**src/rtl/rv32i_pkg.sv**
```systemverilog
// Types and constants shared by the rv32i core front end (fetch) and the ALU.
// RV32I_FETCH_MISALIGN_TRAP_EN adds the S_HALT fetch state.
package rv32i_pkg;

    localparam int ILEN_BYTES_DFLT = 4;

    typedef enum logic [1:0] {
        BRANCH_NONE     = 2'd0,
        BRANCH_RELATIVE = 2'd1,
        BRANCH_ABSOLUTE = 2'd2
    } branch_type_e;

    typedef enum logic [2:0] {
        S_REQ   = 3'd0,
        S_WAIT  = 3'd1,
        S_ISSUE = 3'd2,
        S_EXEC  = 3'd3
`ifdef RV32I_FETCH_MISALIGN_TRAP_EN
        ,
        S_HALT  = 3'd4
`endif
    } fetch_state_e;

endpackage

```
**src/rtl/fetch_unit_next_pc_sel.sv**
```systemverilog
// Next-PC mux: sequential, pc-relative or absolute target; unknown branch encodings fall back to sequential.
// Latency: purely combinational. Backpressure: none.
// Flow control: none; the caller decides when the result is used.
module next_pc_sel
    import rv32i_pkg::*;
#(
    parameter int ILEN_BYTES = ILEN_BYTES_DFLT
) (
    input  branch_type_e branch_type,
    input  logic [31:0]  pc,
    input  logic [31:0]  branch_imm,
    input  logic [31:0]  alu_result,
    output logic [31:0]  next_pc
);

    always_comb begin
        next_pc = pc + 32'(ILEN_BYTES);
        case (branch_type)
            BRANCH_RELATIVE: next_pc = pc + branch_imm;
            BRANCH_ABSOLUTE: next_pc = alu_result;
            default:         next_pc = pc + 32'(ILEN_BYTES);
        endcase
    end

endmodule

```
**src/rtl/fetch_unit.sv**
```systemverilog
// Fetch/PC sequencer, one instruction in flight; RV32I_FETCH_MISALIGN_TRAP_EN halts on a misaligned target.
// Latency: 4 cycles per instruction minimum (REQ, WAIT, ISSUE, EXEC) with zero-wait memory.
// Backpressure: request held until imem_ready, instruction held until inst_ready, EXEC waits for exec_done.
module fetch_unit
    import rv32i_pkg::*;
#(
    parameter logic [31:0] RESET_PC   = 32'h0000_0000,
    parameter int          ILEN_BYTES = ILEN_BYTES_DFLT
) (
    input  logic         clk,
    input  logic         reset,
    output logic         imem_req,
    output logic [31:0]  imem_addr,
    input  logic         imem_ready,
    input  logic         imem_rvalid,
    input  logic [31:0]  imem_rdata,
    output logic         inst_valid,
    output logic [31:0]  inst_data,
    output logic [31:0]  inst_pc,
    input  logic         inst_ready,
    input  logic         exec_done,
    input  branch_type_e branch_type,
    input  logic [31:0]  branch_imm,
    input  logic [31:0]  alu_result,
    output logic [31:0]  pc_plus4
`ifdef RV32I_FETCH_MISALIGN_TRAP_EN
    ,
    output logic         fetch_misaligned
`endif
);

    fetch_state_e state, state_next;
    logic [31:0]  pc;
    logic [31:0]  sel_pc;
    logic [31:0]  target_pc;
    logic         target_misaligned;

    next_pc_sel #(.ILEN_BYTES(ILEN_BYTES)) u_next_pc_sel (
        .branch_type (branch_type),
        .pc          (pc),
        .branch_imm  (branch_imm),
        .alu_result  (alu_result),
        .next_pc     (sel_pc)
    );

`ifdef RV32I_FETCH_MISALIGN_TRAP_EN
    assign target_pc         = sel_pc;
    assign target_misaligned = |sel_pc[1:0];
`else
    // Without the trap, a misaligned target is silently word-aligned.
    assign target_pc         = sel_pc & ~32'h3;
    assign target_misaligned = 1'b0;
`endif

    always_comb begin
        state_next = state;
        imem_req   = 1'b0;
        inst_valid = 1'b0;
        case (state)
            S_REQ: begin
                imem_req = ~reset;
                if (imem_ready) state_next = S_WAIT;
            end
            S_WAIT: begin
                if (imem_rvalid) state_next = S_ISSUE;
            end
            S_ISSUE: begin
                inst_valid = 1'b1;
                if (inst_ready) state_next = S_EXEC;
            end
            S_EXEC: begin
                if (exec_done) begin
`ifdef RV32I_FETCH_MISALIGN_TRAP_EN
                    state_next = target_misaligned ? S_HALT : S_REQ;
`else
                    state_next = S_REQ;
`endif
                end
            end
`ifdef RV32I_FETCH_MISALIGN_TRAP_EN
            S_HALT: state_next = S_HALT;
`endif
            default: state_next = S_REQ;
        endcase
    end

    always_ff @(posedge clk or posedge reset) begin
        if (reset) begin
            state     <= S_REQ;
            pc        <= RESET_PC;
            inst_data <= 32'h0;
            inst_pc   <= RESET_PC;
        end else begin
            state <= state_next;
            if (state == S_WAIT && imem_rvalid) begin
                inst_data <= imem_rdata;
                inst_pc   <= pc;
            end
            if (state == S_EXEC && exec_done) pc <= target_pc;
        end
    end

`ifdef RV32I_FETCH_MISALIGN_TRAP_EN
    always_ff @(posedge clk or posedge reset) begin
        if (reset)                                         fetch_misaligned <= 1'b0;
        else if (state == S_EXEC && exec_done && target_misaligned) fetch_misaligned <= 1'b1;
    end
`else
    logic unused_misaligned;
    assign unused_misaligned = target_misaligned;
`endif

    assign imem_addr = pc;
    assign pc_plus4  = inst_pc + 32'(ILEN_BYTES);

endmodule

```
**config.mk**
```make
export PLATFORM = sky130hd
export DESIGN_NAME = fetch_unit
export DESIGN_NICKNAME = d
export VERILOG_FILES = /design/src/rtl/rv32i_pkg.sv /design/src/rtl/fetch_unit_next_pc_sel.sv /design/src/rtl/fetch_unit.sv
export SDC_FILE = /design/constraint.sdc
export NUM_CORES = 1
export LEC_CHECK = 0
export CAP_MARGIN = 20
export CORE_ASPECT_RATIO = 0.7
export CORE_MARGIN = 2
export CORE_UTILIZATION = 45
export DETAILED_ROUTE_END_ITERATION = 7
export GPL_ROUTABILITY_DRIVEN = 0
export PLACE_DENSITY_LB_ADDON = 0.2
export SLEW_MARGIN = 20
export SYNTH_ARGS = -nofsm -noshare
export SYNTH_HDL_FRONTEND = slang
export SYNTH_SLANG_ARGS = --single-unit
```
**constraint.sdc**
```tcl
create_clock -name clk -period 4.01 [get_ports clk]
set_input_delay 1.203 -clock clk [delete_from_list [all_inputs] [get_ports clk]]
set_output_delay 1.203 -clock clk [all_outputs]
set_load 0.005 [all_outputs]
```
==> metrics.yaml <==
finish:
  final_core_util_pct: 72.2
  nNetsFinal: 1064
  diodes: 0
  drive_above_1_share_pct: 22.7
  stdcell_area_um2: 9610
  seq_area_um2: 2360
  multi_input_area_um2: 3750
  fill_cells: 978
  area_delta_synth_final_pct: 55.2
power_and_ir_drop:
  p_leak_nw: 4.21
  irDropWorstVdd_mv: 0.311
  power_density_nw_per_um2: 624
sta:
  fin_crit_ns: 3.89
  fmax_mhz: 257
  worst_pin_slew_ns: 0.834
  fin_skew_ns: 0.0126
  slew_violations: 0
  hold_viol_final: 0
  setup-violations-final: 0
  fin_crit_sh_pct: 97.0
  relSlewSlack_pct: 44.3
worst_hold_path:
  hold_path.class: "register to register"
route:
  first_pass_iters: 5
  wl_per_cell_um: 18.1
  drt_iter0_drc: 346
  drc: 0
  vias_per_cell: 5.45
  num_vias: 6064
  routed_wl_mm: 20.1
  ant_nets: 0
die:
  die_area_um2: 14700
  core-area_um2: 13300
  die_y_um: 102
  die_w_um: 144
  pin_count: 234
  num_rows: 35
  start_util_pct: 46.5
yosys:
  synth.area.mux_share_pct: 11.5
  synth.most_common_cell: "dfrtp_1"
  synth_compound_area_share_pct: 16.6
  ys.flop_type: "dfrtp_1"
  synth_fa_ha_area_share_pct: 7.60
  ys_types: 62
  synth-edff-count: 0
  async_flop_share_pct: 100
  synth_cells: 639
  synth_top_family_by_area: "compound AO/OA/AOI/OAI gates"
  yosysTopAreaCell: "dfrtp_1"
  synth_warnings: 0
  netlist_area_um2: 6190
  ys_seq_elements: 94
  synth.avg_cell_area_um2: 9.69
  ys_top_cells_by_area: "dfrtp_1 (38%), mux2_2 (11%), ha_1 (7.3%), xnor2_1 (4.7%), nand2_1 (3.7%)"
  synth_xor_xnor_area_share_pct: 7.07
  synth_top_cell_area_share_pct: 38.0
  yosysSeqAreaShare_pct: 38.0
  synth-simple-area-share_pct: 14.9
  yosys-top-cells-count: "dfrtp_1 (94), mux2_2 (61), nand2_1 (61), ha_1 (36), o21ai_0 (34)"
clocking:
  postCtsHoldBufs: 0
  cts_buffers: 9
  clock-sinks: 94
  cts_buffer_depth: 2
  cts.clk_slew.worst_paths_ns: 0.08
  cts_tree: "yes"
  htreeDepth: 3
  root_buffer: "clkbuf_16"
  clk_latency_ns: 0.35
placed_design:
  hpwl_mm: 15.7
  io_buffers: 223
  placed_cell_area_um2: 9140
global_routing:
  overflow: 0
  grtUsageTotal_pct: 27.5
  grt_max_degree: 51
  grt_first_pass_wirelength_mm: 31.5
  antenna_found_initial: 0
  grt_pass1_vias: 5988
setup_path:
  cp_max_fo: 6
  crit_required_ns: 4.22
  start_kind: "input port"
  arrival_ns: 4.10
  critPathKind: "input port to register"
  cp-end-kind: "register"
run_status:
  outcome: "finished, final reports clean"
run:
  max-cap-violations: 0
[final timing paths]
path / endpoint / cells past startpoint / start / slack (ns)
max: imem_addr[30]$_DFFE_PP0P_ / 14 / branch_type[0] / 0.12
min: inst_data[13]$_DFFE_PP0P_ / 1 / inst_data[13]$_DFFE_PP0P_ / 0.50
max reg2reg: imem_addr[30]$_DFFE_PP0P_ / 11 / imem_addr[2]$_DFFE_PP0P_ / 1.31
min reg2reg: inst_data[13]$_DFFE_PP0P_ / 1 / inst_data[13]$_DFFE_PP0P_ / 0.50
max in group asynchronous: inst_pc[10]$_DFFE_PP0P_ / 3 / reset / 2.03
min in group asynchronous: imem_addr[30]$_DFFE_PP0P_ / 2 / reset / 1.29
[metrics by stage]
step	instances	hold slack (ns)	setup slack, ns	total power [mW]	TNS, ns
CTS	1112	0.510	0.0125	5.98	0
global route	1113	0.518	-0.0318	6.38	-0.0673
global placement	1095	0.485	-0.397	4.94	-4.50
floorplan	644	0.504	0.107	3.12	0
detailed placement	1095	0.493	-0.475	5.08	-5.71
finish	1113	0.504	0.121	6.00	0
[registers in the layout, summed over array words and instances (netlist names)]
signal,cells
inst_data,32
imem_addr,30
inst_pc,30
state,2
[critical path: stages]
cell             delay [ns]
clkdlybuf4s50_1        0.46
ha_4                   0.21
nand2b_1               0.07
ha_2                   0.18
inv_1                  0.05
fa_2                   0.34
and2b_2                0.26
o2111ai_4              0.18
a2111oi_4              0.48
o2111ai_2              0.18
nand2_2                0.15
a31oi_4                0.11
nand4_1                0.11
o311ai_2               0.11
[power by group]
group	internal [mW]	switching, mW	total, mW	leakage (nW)
combinational	2.03	1.27	3.30	2.89
sequential	1.38	0.465	1.85	1.18
clock	0.448	0.406	0.854	0.145
[timing repair]
item | 4_1_cts | 5_1_grt
gates resized for setup | 16 | 22
pin swaps | 4 | 13
setup buffers | 1 | 1
setup endpoints to repair | 13 | 17
[placed cells by master, fill, tap and decap left out, drive strengths merged, types with 2 or more instances in the layout]
cell / count
and3: 11
nand3: 22
or2: 3
a22oi: 23
xnor2: 33
clkinv: 3
inv: 20
a2111oi: 2
clkbuf: 10
nand2: 61
nand4: 12
o21bai: 7
a21oi: 33
o2111ai: 2
o21a: 3
a31oi: 5
ha: 36
a21o: 12
a211oi: 4
nor2b: 6
dfrtp: 94
buf: 87
nor3: 8
a311oi: 2
and2: 28
xor2: 17
o21ai: 41
or3: 3
mux2: 62
a221oi: 2
o22ai: 3
o211ai: 4
nor2: 23
conb: 6
nand2b: 4
clkdlybuf4s50: 222
[final cells by class]
type	instances	share of cell area, %
multi-input cells	491	39.0
flip-flops and latches	94	24.5
inverters	17	0.690
clock inverters	6	0.534
clock buffers	10	2.49
well taps	185	2.41
repair buffers	310	30.3
[per-layer routing]
metal  GRT usage, %  vias up  part of all wire [%]
met5              0        -                     0
met4           6.42        0                   1.3
met3           4.59       24                   7.0
met2           46.0      254                    47
met1           37.8     2938                    45
li1               -     2848                     -
[cells by family after synthesis]
kind of cell / Yosys count
adders and majority gates: 37
DFF: 94
muxes: 63
xor gates and xnor gates: 50
AOI/OAI and AO/OA: 152
and+or+nand+nor: 183
buffers and inverters: 59
other: 1
Power figures use the tool's default switching activity.
